**src/rtl/cs_control_input.sv**
```systemverilog
// rtl/cs_control_input.sv - PS/2 key decode merged with debounced joystick into registered core controls
// Outputs are registered one edge after the key latches and joystick filters they are built from.
module cs_control_input #(
    parameter logic [15:0] DEB_CYCLES = 16'd50000,
    parameter logic [19:0] START_MIN  = 20'd250000
) (
    input  logic        clk_sys,
    input  logic        reset,
    input  logic [64:0] ps2_key,
    input  logic [15:0] joy,
    output logic        m_left,
    output logic        m_right,
    output logic        m_thrust,
    output logic        m_fire,
    output logic        m_start
);

    typedef enum logic {S_IDLE, S_HOLD} state_t;

    logic        r_old_toggle;
    logic        r_key_left, r_key_right, r_key_thrust, r_key_fire, r_key_start;
    logic [4:0]  r_jf;
    logic [15:0] r_deb_cnt [5];
    logic        r_l_prev, r_r_prev, r_s_prev;
    logic        r_last_dir;
    state_t      r_state;
    logic [19:0] r_start_cnt;
    logic        r_m_left, r_m_right, r_m_thrust, r_m_fire, r_m_start;

    logic        w_event, w_pressed, w_ext;
    logic [8:0]  w_code;
    logic [4:0]  w_raw;
    logic        w_l, w_r, w_t, w_f, w_s;
    logic        w_l_rise, w_r_rise, w_s_rise;
    logic        w_last_dir_next;
    state_t      w_state_next;
    logic        w_start_load;
    logic        w_unused_joy;

    assign w_event   = ps2_key[64] != r_old_toggle;
    assign w_pressed = ps2_key[15:8] != 8'hF0;
    assign w_ext     = w_pressed ? (ps2_key[15:8] == 8'hE0) : (ps2_key[23:16] == 8'hE0);
    assign w_code    = (|ps2_key[63:24]) ? 9'd0 : {w_ext, ps2_key[7:0]};

    // Filter bit order: 0 right, 1 left, 2 thrust, 3 fire, 4 start
    assign w_raw        = {joy[6], joy[5], joy[4], joy[1], joy[0]};
    assign w_unused_joy = ^{joy[15:7], joy[3:2]};

    assign w_l = r_key_left   | r_jf[1];
    assign w_r = r_key_right  | r_jf[0];
    assign w_t = r_key_thrust | r_jf[2];
    assign w_f = r_key_fire   | r_jf[3];
    assign w_s = r_key_start  | r_jf[4];

    assign w_l_rise = w_l & ~r_l_prev;
    assign w_r_rise = w_r & ~r_r_prev;
    assign w_s_rise = w_s & ~r_s_prev;
    // last_dir: 1 = right; right wins a simultaneous rise
    assign w_last_dir_next = w_r_rise ? 1'b1 : (w_l_rise ? 1'b0 : r_last_dir);

    always_comb begin
        w_state_next = r_state;
        w_start_load = 1'b0;
        case (r_state)
            S_IDLE: begin
                if (w_s_rise) begin
                    w_state_next = S_HOLD;
                    w_start_load = 1'b1;
                end
            end
            S_HOLD: begin
                if (w_s_rise) begin
                    w_start_load = 1'b1;
                end else if (r_start_cnt == 20'd0 && !w_s) begin
                    w_state_next = S_IDLE;
                end
            end
            default: w_state_next = S_IDLE;
        endcase
    end

    always_ff @(posedge clk_sys) begin
        r_old_toggle <= ps2_key[64];
        if (reset) begin
            r_key_left   <= 1'b0;
            r_key_right  <= 1'b0;
            r_key_thrust <= 1'b0;
            r_key_fire   <= 1'b0;
            r_key_start  <= 1'b0;
        end else if (w_event) begin
            if (w_code[7:0] == 8'h6B) r_key_left   <= w_pressed;
            if (w_code[7:0] == 8'h74) r_key_right  <= w_pressed;
            if (w_code == 9'h029)     r_key_thrust <= w_pressed;
            if (w_code == 9'h014)     r_key_fire   <= w_pressed;
            if (w_code == 9'h005)     r_key_start  <= w_pressed;
        end
    end

    always_ff @(posedge clk_sys) begin
        for (int i = 0; i < 5; i++) begin
            if (reset) begin
                r_jf[i]      <= 1'b0;
                r_deb_cnt[i] <= 16'd0;
            end else if (w_raw[i] == r_jf[i]) begin
                r_deb_cnt[i] <= 16'd0;
            end else if (r_deb_cnt[i] == DEB_CYCLES - 16'd1) begin
                r_jf[i]      <= w_raw[i];
                r_deb_cnt[i] <= 16'd0;
            end else begin
                r_deb_cnt[i] <= r_deb_cnt[i] + 16'd1;
            end
        end
    end

    always_ff @(posedge clk_sys) begin
        if (reset) begin
            r_state     <= S_IDLE;
            r_start_cnt <= 20'd0;
        end else begin
            r_state <= w_state_next;
            if (w_start_load)
                r_start_cnt <= START_MIN - 20'd1;
            else if (r_start_cnt != 20'd0)
                r_start_cnt <= r_start_cnt - 20'd1;
        end
    end

    always_ff @(posedge clk_sys) begin
        if (reset) begin
            r_l_prev   <= 1'b0;
            r_r_prev   <= 1'b0;
            r_s_prev   <= 1'b0;
            r_last_dir <= 1'b0;
            r_m_left   <= 1'b0;
            r_m_right  <= 1'b0;
            r_m_thrust <= 1'b0;
            r_m_fire   <= 1'b0;
            r_m_start  <= 1'b0;
        end else begin
            r_l_prev   <= w_l;
            r_r_prev   <= w_r;
            r_s_prev   <= w_s;
            r_last_dir <= w_last_dir_next;
            if (w_l && w_r) begin
                r_m_left  <= ~w_last_dir_next;
                r_m_right <= w_last_dir_next;
            end else begin
                r_m_left  <= w_l;
                r_m_right <= w_r;
            end
            r_m_thrust <= w_t;
            r_m_fire   <= w_f;
            r_m_start  <= (w_state_next == S_HOLD);
        end
    end

    assign m_left   = r_m_left;
    assign m_right  = r_m_right;
    assign m_thrust = r_m_thrust;
    assign m_fire   = r_m_fire;
    assign m_start  = r_m_start;

endmodule

```
**config.mk**
```make
export PLATFORM = sky130hd
export DESIGN_NAME = cs_control_input
export DESIGN_NICKNAME = d
export VERILOG_FILES = /design/src/rtl/cs_control_input.sv
export SDC_FILE = /design/constraint.sdc
export NUM_CORES = 1
export LEC_CHECK = 0
export CORE_ASPECT_RATIO = 1.4
export CORE_MARGIN = 8
export CORE_UTILIZATION = 40
export CTS_BUF_LIST = sky130_fd_sc_hd__clkbuf_8
export CTS_CLUSTER_DIAMETER = 40
export DETAILED_ROUTE_END_ITERATION = 8
export MAX_ROUTING_LAYER = met4
export PLACE_DENSITY = 0.74
export SETUP_SLACK_MARGIN = 0.1
export SYNTH_ARGS = -nofsm -noshare
export SYNTH_HDL_FRONTEND = slang
export SYNTH_SLANG_ARGS = --single-unit
```
**constraint.sdc**
```tcl
create_clock -name clk_sys -period 2.8 [get_ports clk_sys]
set_input_delay 0.28 -clock clk_sys [delete_from_list [all_inputs] [get_ports clk_sys]]
set_output_delay 0.28 -clock clk_sys [all_outputs]
set_load 0.1 [all_outputs]
```
Yosys cells after proc, flatten, opt, wreduce, memory -nomap -nowiden:

Memory sizes are Yosys's and may differ from the RTL's.
Index checks and enable logic that the tools add are counted.

* bits in registers: 40
* bits in latches: 0
* memory bits (writable): 80
* memory bits (read-only): 0
* input bits: 83
* output and inout port bits: 5
* word-level logic and storage cells: 183
* memories kept: 1

Memory list
* r_deb_cnt: words 5, width 16, read ports 5, clocked after Yosys merged registers in 0, write ports 5, line 23 `logic [15:0] r_deb_cnt [5];`

* add/subtract/negate cells: 6
* multiply operators: 0
* div/mod/pow operators: 0
* magnitude comparators: 0
* equal/unequal tests: 19
* shift operators: 0
* multiplexer cells: 84
* bitwise gates (word level): 33
* reductions and logical operators: 18

Operators by type and width (count)
* $mux W16: 15
* $add A16 B1 Y16 const B: 5
* $eq A16 B16 Y1 const B: 5
* $mux W1: 65
* $reduce_or A40 Y1: 1
* $mux W18: 2
* $logic_not A20 Y1: 1
* $or A1 B1 Y1: 20
* $reduce_and A2 Y1: 10
* $reduce_bool A20 Y1: 1
* $sub A20 B1 Y20 const B: 1
* $eq A8 B7 Y1 const B: 2
* $eq A8 B8 Y1 const B: 2
* $not A1 Y1: 10
* $eq A9 B3 Y1 const B: 1
* $eq A9 B5 Y1 const B: 1
* $eq A9 B6 Y1 const B: 1
* $mux W9: 1
* $ne A8 B8 Y1 const B: 1
* $eq A1 B1 Y1: 5
* $and A1 B1 Y1: 3
* $logic_and A1 B1 Y1: 2
* $pmux W1 S2: 1
* $reduce_bool A2 Y1: 1
* 3 further kinds: 3

Logic depth before layout (Yosys ltp):

An unclocked memory read counts as a cell.

* word-level depth: 8
* gate-level depth with buffers: 9
* mapped depth without buffers: 7

Worst setup path after synthesis:

OpenSTA, ideal clock, no wires.

* kind: reg2reg
* from: mem r_deb_cnt[1][0]
* to: mem r_deb_cnt[1][10] (data pin)
* library setup time: 0.138 ns
* arrival time: 1.814 ns
* data required time: 2.662 ns
* setup slack: 0.848 ns
* stages on the path, launching flop included: 10
* path buffers: 3
* period minus slack after synthesis: 1.952 ns
* cells stage by stage: edfxtp_1 -> ha_1 -> and3_1 -> clkbuf_1 -> nand2_1 -> nor2_1 -> or3_1 -> clkbuf_1 -> buf_2 -> nor2_1

RTL lines (line)
* from (decl): 23

==> reports/qor.log <==
qor: run_status.outcome finished clean
qor: clock_network.clock_buffers_created_by_tritoncts 17
qor: placed_design.port_buffers 76
qor: grt.initial_antenna_violation_count 0
qor: floorplan.floorplan.die.width 121 um
qor: grt.grt_pass1_vias 4679
qor: critical_path.cp_data_required_time 2.97 ns
qor: yosys.synth_edf_count 80
qor: sta.tightest_slew 0.684 ns
qor: worst_hold_path.whs_path_cells 1
qor: routing.initialDrtViolationCount 148
qor: yosys.ys_async_sr_fraction 0%
qor: power_and_ir_drop.power_density 648 nW/um^2
qor: final_layout.final_layout_size_suffix_gt1_share 6.27%
qor: routing.drc 0
qor: worst_hold_path.min-delay-path-class in -> reg
qor: critical_path.critical_path_class reg -> reg
qor: final_layout.final.fill_count 1372
qor: yosys.synthesis.instances 622
qor: sta.setup_viol_count_final 0
qor: floorplan.std_cell_rows 53
qor: floorplan.core_area 15100 um^2
qor: sta.grt_setup_unrepaired no
qor: critical_path.timing.rr.start r_deb_cnt[0][10]
qor: grt.grt_start_max_net_pins 17
qor: critical_path.cp-start-kind register
qor: sta.finalCriticalPeriod 2.16 ns
qor: routing.post_drt_wl_per_cell 12.4 um
qor: power_and_ir_drop.vdd.ir_drop.worst 0.321 mV
qor: placed_design.global_placer_s_final_weighted_congestion 0.743
qor: yosys.synth_area_leaders sky130_fd_sc_hd__edfxtp_1 (39%), sky130_fd_sc_hd__dfxtp_1 (13%), sky130_fd_sc_hd__nor2_1 (8.2%)
qor: routing.drt_wl_total 12.3 mm
qor: yosys.post-synth-top-area-cell sky130_fd_sc_hd__edfxtp_1
qor: worst_hold_path.worstHoldStart ps2_key[64]
qor: yosys.ys.flop_type sky130_fd_sc_hd__edfxtp_1
qor: routing.drtAntennaViolNets 0
qor: clock_network.clkLatencyLatePin 0.44 ns
qor: sta.max_freq 0.462 GHz
qor: critical_path.reg2regPathDepth 4
qor: clock_network.cts_sinks 120
qor: clock_network.h-tree-depth 4
qor: clock_network.postCtsResizedCells 0
qor: clock_network.cts_root_buffer sky130_fd_sc_hd__clkbuf_8
qor: grt.grt-ovfl-total 0
qor: sta.final-hold-violation-count 0
qor: yosys.average_size_of_a_mapped_cell 9.92 um^2
qor: floorplan.die_h 163 um
qor: yosys.synth_largest_type_area_fraction 38.9%
qor: sta.finalHoldWorstSlack 0.334 ns
qor: critical_path.worst_ep_arrival_time 2.33 ns
qor: critical_path.regToRegSetupSlack 0.64 ns
qor: yosys.synth.distinct_cells 46
qor: worst_hold_path.worstHoldEndpoint r_old_toggle
qor: yosys.ys_seq_elements 120
qor: grt.grt_pass1_wl 21.1 mm
qor: clock_network.cts_setup_buffers 0
qor: yosys.synth_seq_area_share 51.9%
qor: sta.period_utilization 77.3%
qor: grt.grt_util_all_layers 13.6%
qor: power_and_ir_drop.cellLeakagePower 2.81 nW
qor: final_layout.synthToLayoutAreaGrowth 26.9%
qor: sta.setup_tns 0 ns
qor: critical_path.endpoint_kind register
qor: routing.detail_route.first_pass.iterations 5
qor: sta.slew-limit-headroom 54.0%
qor: floorplan.dieArea 19700 um^2
qor: sta.clock-skew-final 0.0146 ns
qor: clock_network.postCtsHoldBufs 0
qor: sta.slew_violations 0
qor: critical_path.worst-path-max-fanout 16
qor: clock_network.tritoncts_clock_tree done
qor: routing.via_per_inst 4.79
qor: yosys.yosys_warnings 0
qor: final_layout.final_net_count 873
qor: routing.routed-via-count 4740
qor: critical_path.rr_endpoint r_deb_cnt[0][5]
qor: clock_network.clk_pin_slew_worst_paths 0.07 ns
qor: floorplan.ios 88
qor: final_layout.num_antenna_cells 0
qor: floorplan.floorplan.initialDensity 41.0%
qor: placed_design.dp_hpwl 9.27 mm
qor: clock_network.cts.path.max_buffers 2
qor: yosys.post_synth_instance_area 6170 um^2
qor: run.cap_viol_max_count 0
==> where the power goes <==
part	switching (W)	total [W]	internal, W
clock network	0.000744	0.00162	0.000881
logic	0.000656	0.00122	0.000568
registers	0.000161	0.00222	0.00206
total	0.00156	0.00507	0.00351
==> placed cells by master (no fill, tap or decap), types with 23 or more instances in the layout <==
cell | netlist | layout
sky130_fd_sc_hd__nor2_1 | 134 | 134
sky130_fd_sc_hd__edfxtp_1 | 80 | 80
sky130_fd_sc_hd__conb_1 | 1 | 80
sky130_fd_sc_hd__clkdlybuf4s50_1 | 0 | 71
sky130_fd_sc_hd__xor2_1 | 56 | 56
sky130_fd_sc_hd__dfxtp_1 | 40 | 40
sky130_fd_sc_hd__nand2_1 | 38 | 38
sky130_fd_sc_hd__xnor2_1 | 35 | 35
sky130_fd_sc_hd__nand3_1 | 29 | 29
sky130_fd_sc_hd__nand4_1 | 23 | 23
==> synthesized netlist by cell type, drive strengths merged (10+ instances only) <==
| cell type | n |
|---|---|
| nand2 | 38 |
| xor2 | 56 |
| nand4 | 24 |
| clkbuf | 12 |
| a21oi | 12 |
| xnor2 | 35 |
| and4 | 10 |
| nand3 | 29 |
| nor3 | 20 |
| edfxtp | 80 |
| nor4 | 17 |
| inv | 13 |
| and3 | 14 |
| dfxtp | 40 |
| nor2 | 134 |
==> routing by layer <==
metal  vias to the layer above  global-route usage [%]  wire (um)
li1                       2453                       -          -
met1                      2209                    15.1       5460
met2                        59                    23.1       6280
met3                        19                    3.12        366
met4                         0                    5.30        210
met5                         -                       -          0
==> sequential cells by signal (all words and copies together), names as in the netlist <==
name / cells
m_fire: 1
m_left: 1
m_right: 1
m_start: 1
m_thrust: 1
r_deb_cnt: 80
r_jf: 5
r_key_fire: 1
r_key_left: 1
r_key_right: 1
r_key_start: 1
r_key_thrust: 1
r_l_prev: 1
r_last_dir: 1
r_old_toggle: 1
r_r_prev: 1
r_s_prev: 1
r_start_cnt: 20
==> how the worst max path moves through the flow <==
stage,from,to,slack [ns]
after floorplan,r_deb_cnt[1][0],r_deb_cnt[1][10],0.85
after global placement,ps2_key[36],r_key_right,0.50
after detailed placement,ps2_key[36],r_key_right,0.49
after CTS,r_deb_cnt[4][5],r_deb_cnt[4][3],0.62
after global routing,r_deb_cnt[4][0],r_deb_cnt[4][3],0.44
final,r_deb_cnt[0][10],r_deb_cnt[0][5],0.64
==> kinds of logic after synthesis <==
logic type	after synthesis	synth area share [%]
other cells	1	0.0608
flops	120	51.9
compound gates	37	3.77
xor+xnor	91	12.9
mux	8	1.32
simple gates	329	26.8
fa+ha+maj	6	1.22
buf+inv	30	1.99
==> final cells by class <==
cell class	count	area, um^2	share of cell area, %
well taps	192	240	3.07
multi-input cells	551	3140	40.1
repair buffers	81	786	10.0
clock inverters	15	178	2.27
inverters	13	48.8	0.623
clock buffers	17	234	2.99
flip-flops and latches	120	3200	40.9
==> critical path: stages, from the launching register on <==
cell and delay (ns):
sky130_fd_sc_hd__edfxtp_1 0.46, sky130_fd_sc_hd__or4_1 0.54, sky130_fd_sc_hd__nor3_1 0.28, sky130_fd_sc_hd__or3_1 0.50, sky130_fd_sc_hd__nor2_1 0.12
==> through the flow <==
step	setup slack, ns	std cells	utilization, %	instance area [um^2]	power [W]
after detailed placement	0.490	957	49.3	7420	0.00349
after global placement	0.499	957	49.3	7420	0.00346
after floorplan	0.848	701	-	6460	0.00316
after global routing	0.444	989	52.0	7830	0.00536
final	0.636	989	52.0	7830	0.00507
after CTS	0.619	989	52.0	7830	0.00511
Note: power is estimated with default switching activity, not from simulation.
